$ cat config.mk
export PLATFORM = sky130hd
export DESIGN_NAME = manchester_frame_tx
export DESIGN_NICKNAME = d
export VERILOG_FILES = /design/src/rtl/manchester_pkg.sv /design/src/rtl/manchester_fifo.sv /design/src/rtl/manchester_frame_tx.sv
export SDC_FILE = /design/constraint.sdc
export NUM_CORES = 1
export LEC_CHECK = 0
export BUFFER_PORTS_ARGS = -buffer_cell sky130_fd_sc_hd__buf_2
export CORE_ASPECT_RATIO = 0.5
export CORE_MARGIN = 2
export CORE_UTILIZATION = 47
export CTS_CLUSTER_SIZE = 14
export DETAILED_ROUTE_END_ITERATION = 10
export GPL_TIMING_DRIVEN = 0
export SYNTH_ARGS = -nofsm -noshare
export SYNTH_HDL_FRONTEND = slang
export SYNTH_SLANG_ARGS = --single-unit
$ cat constraint.sdc
create_clock -name clk16x -period 4.2 [get_ports clk16x]
set_input_delay 0.21 -clock clk16x [delete_from_list [all_inputs] [get_ports clk16x]]
set_output_delay 0.21 -clock clk16x [all_outputs]
set_load 0.05 [all_outputs]
$ cat src/rtl/manchester_pkg.sv
// Shared definitions for the Manchester frame transmitter and its matching decoder:
// FSM state encoding, line-polarity constants and the half-bit level helper.
package manchester_pkg;

    typedef enum logic [2:0] {
        S_IDLE     = 3'd0,
        S_PREAMBLE = 3'd1,
        S_SYNC     = 3'd2,
        S_DATA     = 3'd3,
        S_STOP     = 3'd4
    } mtx_state_e;

    localparam logic POL_IEEE   = 1'b0;
    localparam logic POL_THOMAS = 1'b1;

    // IEEE: a 0 is sent high then low, a 1 low then high; Thomas inverts both halves.
    function automatic logic manchester_level(input logic bit_val,
                                              input logic second_half,
                                              input logic pol);
        return bit_val ^ ~second_half ^ pol;
    endfunction

endpackage

$ cat src/rtl/manchester_fifo.sv
// Synchronous show-ahead FIFO with a registered occupancy count.
// The head word is visible on o_rd_data before it is popped.
module manchester_fifo #(
    parameter int WIDTH = 8,
    parameter int DEPTH = 4
) (
    input  logic                       i_clk,
    input  logic                       i_rstn,
    input  logic                       i_wr_en,
    input  logic [WIDTH-1:0]           i_wr_data,
    input  logic                       i_rd_en,
    output logic [WIDTH-1:0]           o_rd_data,
    output logic [$clog2(DEPTH):0]     o_count,
    output logic                       o_full,
    output logic                       o_empty
);

    localparam int AW = $clog2(DEPTH);
    localparam logic [AW:0] FULL_CNT = (AW+1)'(DEPTH);

    logic [WIDTH-1:0] r_mem [DEPTH];
    logic [AW-1:0]    r_wr_ptr;
    logic [AW-1:0]    r_rd_ptr;
    logic [AW:0]      r_count;
    logic             w_push;
    logic             w_pop;

    // Fullness comes from the registered count, so a pop never makes room for a same-cycle push.
    assign o_full    = (r_count == FULL_CNT);
    assign o_empty   = (r_count == '0);
    assign w_push    = i_wr_en & ~o_full;
    assign w_pop     = i_rd_en & ~o_empty;
    assign o_rd_data = r_mem[r_rd_ptr];
    assign o_count   = r_count;

    always_ff @(posedge i_clk) begin
        if (!i_rstn) begin
            r_wr_ptr <= '0;
            r_rd_ptr <= '0;
            r_count  <= '0;
        end else begin
            if (w_push) r_wr_ptr <= r_wr_ptr + 1'b1;
            if (w_pop)  r_rd_ptr <= r_rd_ptr + 1'b1;
            case ({w_push, w_pop})
                2'b10:   r_count <= r_count + 1'b1;
                2'b01:   r_count <= r_count - 1'b1;
                default: r_count <= r_count;
            endcase
        end
    end

    always_ff @(posedge i_clk) begin
        if (w_push) r_mem[r_wr_ptr] <= i_wr_data;
    end

endmodule

$ cat src/rtl/manchester_frame_tx.sv
// Buffered Manchester frame transmitter: preamble, sync violation, back-to-back data words, stop.
// Line level, encoding flag and FSM position are all registered on the same clk16x edge.
module manchester_frame_tx
    import manchester_pkg::*;
#(
    parameter int DATA_W        = 8,
    parameter int OSR           = 16,
    parameter int PREAMBLE_BITS = 8,
    parameter int FIFO_DEPTH    = 4
) (
    input  logic                          clk16x,
    input  logic                          resetn,
    input  logic [DATA_W-1:0]             data_in,
    input  logic                          write_en,
    output logic                          ready,
    output logic                          overflow,
    input  logic                          polarity,
    input  logic                          msb_first,
    output logic                          encoding,
    output logic [$clog2(FIFO_DEPTH):0]   fifo_count,
    output logic                          tx
);

    localparam int CNT_W   = $clog2(OSR);
    localparam int BIT_MAX = (PREAMBLE_BITS > DATA_W) ? PREAMBLE_BITS : DATA_W;
    localparam int BIT_W   = (BIT_MAX > 2) ? $clog2(BIT_MAX) : 1;

    localparam logic [CNT_W-1:0] CNT_LAST  = CNT_W'(OSR - 1);
    localparam logic [CNT_W-1:0] CNT_HALF  = CNT_W'(OSR / 2);
    localparam logic [BIT_W-1:0] PRE_LAST  = BIT_W'(PREAMBLE_BITS - 1);
    localparam logic [BIT_W-1:0] DATA_LAST = BIT_W'(DATA_W - 1);
    localparam logic [BIT_W-1:0] STOP_LAST = BIT_W'(1);

    mtx_state_e        r_state;
    logic [CNT_W-1:0]  r_cnt;
    logic [BIT_W-1:0]  r_bit;
    logic [DATA_W-1:0] r_word;
    logic              r_pol;
    logic              r_msb;
    logic              r_tx;
    logic              r_enc;
    logic              r_overflow;

    mtx_state_e        w_state;
    logic [CNT_W-1:0]  w_cnt;
    logic [CNT_W-1:0]  w_cnt_inc;
    logic [BIT_W-1:0]  w_bit;
    logic [BIT_W-1:0]  w_bit_inc;
    logic [DATA_W-1:0] w_word;
    logic [DATA_W-1:0] w_head;
    logic              w_last;
    logic              w_second;
    logic              w_tx;
    logic              w_enc;
    logic              w_pop;
    logic              w_latch;
    logic              w_full;
    logic              w_empty;

    function automatic logic word_bit(input logic [DATA_W-1:0] word,
                                      input logic [BIT_W-1:0]  idx,
                                      input logic              msb);
        int                pos;
        logic [DATA_W-1:0] shifted;
        pos     = msb ? (DATA_W - 1 - int'(idx)) : int'(idx);
        shifted = word >> pos;
        return shifted[0];
    endfunction

    manchester_fifo #(
        .WIDTH (DATA_W),
        .DEPTH (FIFO_DEPTH)
    ) u_fifo (
        .i_clk     (clk16x),
        .i_rstn    (resetn),
        .i_wr_en   (write_en),
        .i_wr_data (data_in),
        .i_rd_en   (w_pop),
        .o_rd_data (w_head),
        .o_count   (fifo_count),
        .o_full    (w_full),
        .o_empty   (w_empty)
    );

    assign ready    = ~w_full;
    assign overflow = r_overflow;
    assign encoding = r_enc;
    assign tx       = r_tx;

    // Next-state logic computes the line level for the cycle being entered,
    // so tx changes on the same edge as the counters that describe it.
    always_comb begin
        w_cnt_inc = r_cnt + 1'b1;
        w_bit_inc = r_bit + 1'b1;
        w_last    = (r_cnt == CNT_LAST);
        w_second  = (w_cnt_inc >= CNT_HALF);
        w_state   = r_state;
        w_cnt     = w_cnt_inc;
        w_bit     = r_bit;
        w_word    = r_word;
        w_enc     = r_enc;
        w_tx      = 1'b0;
        w_pop     = 1'b0;
        w_latch   = 1'b0;
        case (r_state)
            S_IDLE: begin
                w_cnt = '0;
                w_bit = '0;
                if (!w_empty) begin
                    w_state = S_PREAMBLE;
                    w_enc   = 1'b1;
                    w_latch = 1'b1;
                    w_tx    = manchester_level(1'b1, 1'b0, polarity);
                end
            end
            S_PREAMBLE: begin
                // Preamble bit k is 1 for even k, so its value is the inverted LSB of the index.
                if (!w_last) begin
                    w_tx = manchester_level(~r_bit[0], w_second, r_pol);
                end else if (r_bit == PRE_LAST) begin
                    w_state = S_SYNC;
                    w_cnt   = '0;
                    w_bit   = '0;
                    w_tx    = 1'b1;
                end else begin
                    w_cnt = '0;
                    w_bit = w_bit_inc;
                    w_tx  = manchester_level(~w_bit_inc[0], 1'b0, r_pol);
                end
            end
            S_SYNC: begin
                if (!w_last) begin
                    w_tx = 1'b1;
                end else begin
                    w_state = S_DATA;
                    w_cnt   = '0;
                    w_bit   = '0;
                    w_pop   = 1'b1;
                    w_word  = w_head;
                    w_tx    = manchester_level(word_bit(w_head, '0, r_msb), 1'b0, r_pol);
                end
            end
            S_DATA: begin
                if (!w_last) begin
                    w_tx = manchester_level(word_bit(r_word, r_bit, r_msb), w_second, r_pol);
                end else if (r_bit != DATA_LAST) begin
                    w_cnt = '0;
                    w_bit = w_bit_inc;
                    w_tx  = manchester_level(word_bit(r_word, w_bit_inc, r_msb), 1'b0, r_pol);
                end else if (!w_empty) begin
                    w_cnt  = '0;
                    w_bit  = '0;
                    w_pop  = 1'b1;
                    w_word = w_head;
                    w_tx   = manchester_level(word_bit(w_head, '0, r_msb), 1'b0, r_pol);
                end else begin
                    w_state = S_STOP;
                    w_cnt   = '0;
                    w_bit   = '0;
                end
            end
            S_STOP: begin
                // Two bit periods of low line, counted as two OSR-long slots.
                if (w_last) begin
                    w_cnt = '0;
                    if (r_bit == STOP_LAST) begin
                        w_state = S_IDLE;
                        w_enc   = 1'b0;
                        w_bit   = '0;
                    end else begin
                        w_bit = w_bit_inc;
                    end
                end
            end
            default: begin
                w_state = S_IDLE;
                w_enc   = 1'b0;
                w_cnt   = '0;
                w_bit   = '0;
            end
        endcase
    end

    always_ff @(posedge clk16x) begin
        if (!resetn) begin
            r_state    <= S_IDLE;
            r_cnt      <= '0;
            r_bit      <= '0;
            r_pol      <= POL_IEEE;
            r_msb      <= 1'b0;
            r_tx       <= 1'b0;
            r_enc      <= 1'b0;
            r_overflow <= 1'b0;
        end else begin
            r_state    <= w_state;
            r_cnt      <= w_cnt;
            r_bit      <= w_bit;
            r_tx       <= w_tx;
            r_enc      <= w_enc;
            r_overflow <= write_en & w_full;
            if (w_latch) begin
                r_pol <= polarity;
                r_msb <= msb_first;
            end
        end
    end

    always_ff @(posedge clk16x) begin
        r_word <= w_word;
    end

endmodule

==> qor.txt <==
Status: finished, final reports clean
DP HPWL: 4020 um
CP startpoint kind: register
Routed Antenna Nets: 0
Count of port buffers added during placement: 18
Worst setup startpoint: r_bit[0]$_SDFFE_PN0P_
Hold endpoint: u_fifo.r_mem[0][4]$_DFFE_PP_
Ys Warns: 0
GR Overflow Total: 0
Die Y: 61.3 um
Max FO, Critical Path: 10
Cells after synthesis: 256
CTS Hold Bufs: 0
Core footprint: 6210 um^2
Max IR drop VDD: 0.283 mV
Critical path cell sequence: ha_1 > ha_1 > clkbuf_1 > o21ai_0 > nor3_1 > ha_1 > inv_1 > fa_1 > xor2_1 > or3_1 > a21boi_0
Clock skew: 0.00826 ns
Sequential fraction of the synthesis area: 54.6%
HP Class: input port to register
Synth Register Bits: 64
Final nets: 308
Die extent in x: 119 um
Critical Path RT: 4.45 ns
# IOs: 20
Worst EP arrival: 3.19 ns
TritonCTS Buffers: 9
Cell Count Post-Placement: 362
M3 GR Usage: 6.94%
Clock root cell: clkbuf_16
Post-Syn Area: 3080 um^2
Peak Freq: 340 MHz
DRT Wirelength: 5770 um
Layout cells sized above 1: 14.1%
Post-cts resize count: 0
Max_cap viols: 0
Pins Over Slew Limit: 0
Setup bufs post-CTS: 0
Finish-stage setup viols: 0
CTS tree: yes
Tmin final: 2.94 ns
Global-route wire length before repair: 9720 um
Die ar.: 7260 um^2
DR pass1 iterations: 4
Syn Nets: 279
Tot GR Track Use: 18.3%
PwrDens: 434 nW/um^2
Met1 Use GR: 24.0%
First DRT Iteration DRCs: 136
Cell row count: 20
Reg clk slew, reported paths: 0.05 ns
Post-synth ARST share: 0%
# fillers: 550
Reg2reg path depth: 11
Vias per cell: 5.44
Total power: 1.55 mW
Cell taking the most area after synthesis: edfxtp_1
# DRC: 0
Vias in the first global route: 1987
Period utilization: 70.0%
Leak: 1.29 nW
Ys flop type: edfxtp_1
Top delay family on crit path: adder cells
Synth top area cells: edfxtp_1 39%, dfxtp_1 16%, mux4_1 5.1%, ha_1 3.7%, xnor2_1 2.3%
Largest net degree at the start of global routing: 12
H-tree levels: 3
Routed length per instance: 15.3 um
Slowest cell on the critical path: nor3_1
R2R Path Start: r_bit[0]$_SDFFE_PN0P_
Hold path start: data_in[4]
EDFF count, synth: 40
Vias post-DR: 2056
Initial antenna violation count: 0
Setup TNS: 0 ns
Netlist cell types: 50
Clock sinks: 64
Slew headroom: 26.7%
Post-synth top area share: 39.0%
CP dominant cell by count: ha_1
Initial core utilization: 49.7%
Tightest Pin Transition: 1.09 ns
RSZ-0062 raised after global routing: no
Clk_lat worst skew: 0.33 ns
Worst Hold Depth: 1
Layer with the highest usage: met2
GP Congestion: 0.911
Met2 usage: 28.8%
CTS Buffer Depth: 2
R2R Setup Slk: 1.26 ns
Final Hold Vio Count: 0
Critical setup path kind: register to register
Final std cells w/o fill: 378
Avg Synthesized Cell Area: 12.0 um^2
Slowest cell delay on critical path: 0.41 ns
RR Endpoint: u_fifo.o_count[2]$_SDFFE_PN0P_
ANT cells: 0
Buf/Inv on CP: 2
Layout area overhead: 15.9%
Critical path endpoint category: register
registers in the layout, indices dropped and copies added, names as in the netlist, named ones only:
name / cells
r_msb: 1
r_bit: 3
u_fifo.r_wr_ptr: 2
r_pol: 1
encoding: 1
r_word: 8
u_fifo.o_count: 3
r_state: 3
tx: 1
u_fifo.r_mem: 32
r_cnt: 4
overflow: 1
u_fifo.r_rd_ptr: 2
metrics by stage:
stage                     util [%]  hold WS (ns)  setup WS, ns  cell area, um^2
after floorplan                  -         0.309          1.32             3080
after global placement        52.9         0.420          1.38             3280
after detailed placement      52.9         0.432          1.23             3280
after CTS                     57.5        0.0827          1.22             3570
after global routing          57.5        0.0897          1.02             3570
final                         57.5        0.0965          1.26             3570
cells in the final DEF, fill, tap and decap left out, types with 5 or more instances in the layout:
cell type  netlist  routed
buf_2            4      22
nand2_1         17      17
xnor2_1          8       8
nor2_1          13      13
dfxtp_1         24      24
mux4_1           6       6
nand3_1         11      11
clkbuf_16        0       9
nor2b_1          8       8
ha_1             9       9
nor3_1           5       5
clkbuf_1         9      10
and2_1           8       8
inv_1           11      11
nand3b_1         5       5
o21ai_0         11      11
and3_1           7       7
edfxtp_1        40      40
kinds of logic (layout without fill, tap and decap cells):
family	Yosys count	count (layout)	share of synthesized area [%]
fa+ha+maj	10	10	4.30
xor+xnor	11	11	3.13
compound gates	44	44	9.99
flops	64	64	54.6
mux	15	15	9.42
simple gates	86	86	15.0
buf+inv	26	60	3.57
synth_stat cells (3+ instances only):
master     n
a211oi_1   4
a22oi_1    3
nand2_1   17
and2_1     8
a21oi_1    4
mux4_1     6
nor3b_1    3
nor2b_1    8
nand3_1   11
a21boi_0   3
edfxtp_1  40
o21ai_0   11
dfxtp_1   24
nand3b_1   5
clkbuf_1   9
nor2_1    13
and3_1     7
xor2_1     3
mux2_1     4
xnor2_1    8
nor3_1     5
inv_1     11
buf_2      4
ha_1       9
metal layers:
metal / share of wire (%) / wire length [um]
met1: 50 / 2870
met2: 45 / 2620
met3: 3.8 / 217
met4: 1.2 / 67
met5: 0 / 0
area by class of cell:
type / count / area [um^2] / area share [%]
buffer: 15 / 68.8 / 1.93
clock buffer: 10 / 229 / 6.41
clock inverter: 6 / 60.1 / 1.68
inverter: 11 / 41.3 / 1.16
multi-input combinational: 166 / 1290 / 36.1
sequential: 64 / 1680 / 47.1
tap: 88 / 110 / 3.08
timing repair buffer: 18 / 90.1 / 2.52
power by group:
group	leakage, nW	total [mW]	internal, mW	switching (mW)
logic	0.593	0.134	0.0510	0.0828
registers	0.561	0.707	0.695	0.0122
clock network	0.140	0.709	0.455	0.254
worst max-delay path by stage:
stage,end,slack [ns],depth (start not counted)
final,u_fifo.o_count[2]$_SDFFE_PN0P_,1.26,11
after CTS,u_fifo.o_count[2]$_SDFFE_PN0P_,1.22,11
after floorplan,u_fifo.o_count[2]$_SDFFE_PN0P_,1.32,8
after global routing,u_fifo.o_count[2]$_SDFFE_PN0P_,1.02,11
after global placement,u_fifo.o_count[2]$_SDFFE_PN0P_,1.38,11
after detailed placement,u_fifo.o_count[2]$_SDFFE_PN0P_,1.23,11
Note: power is estimated with default switching activity, not from simulation.
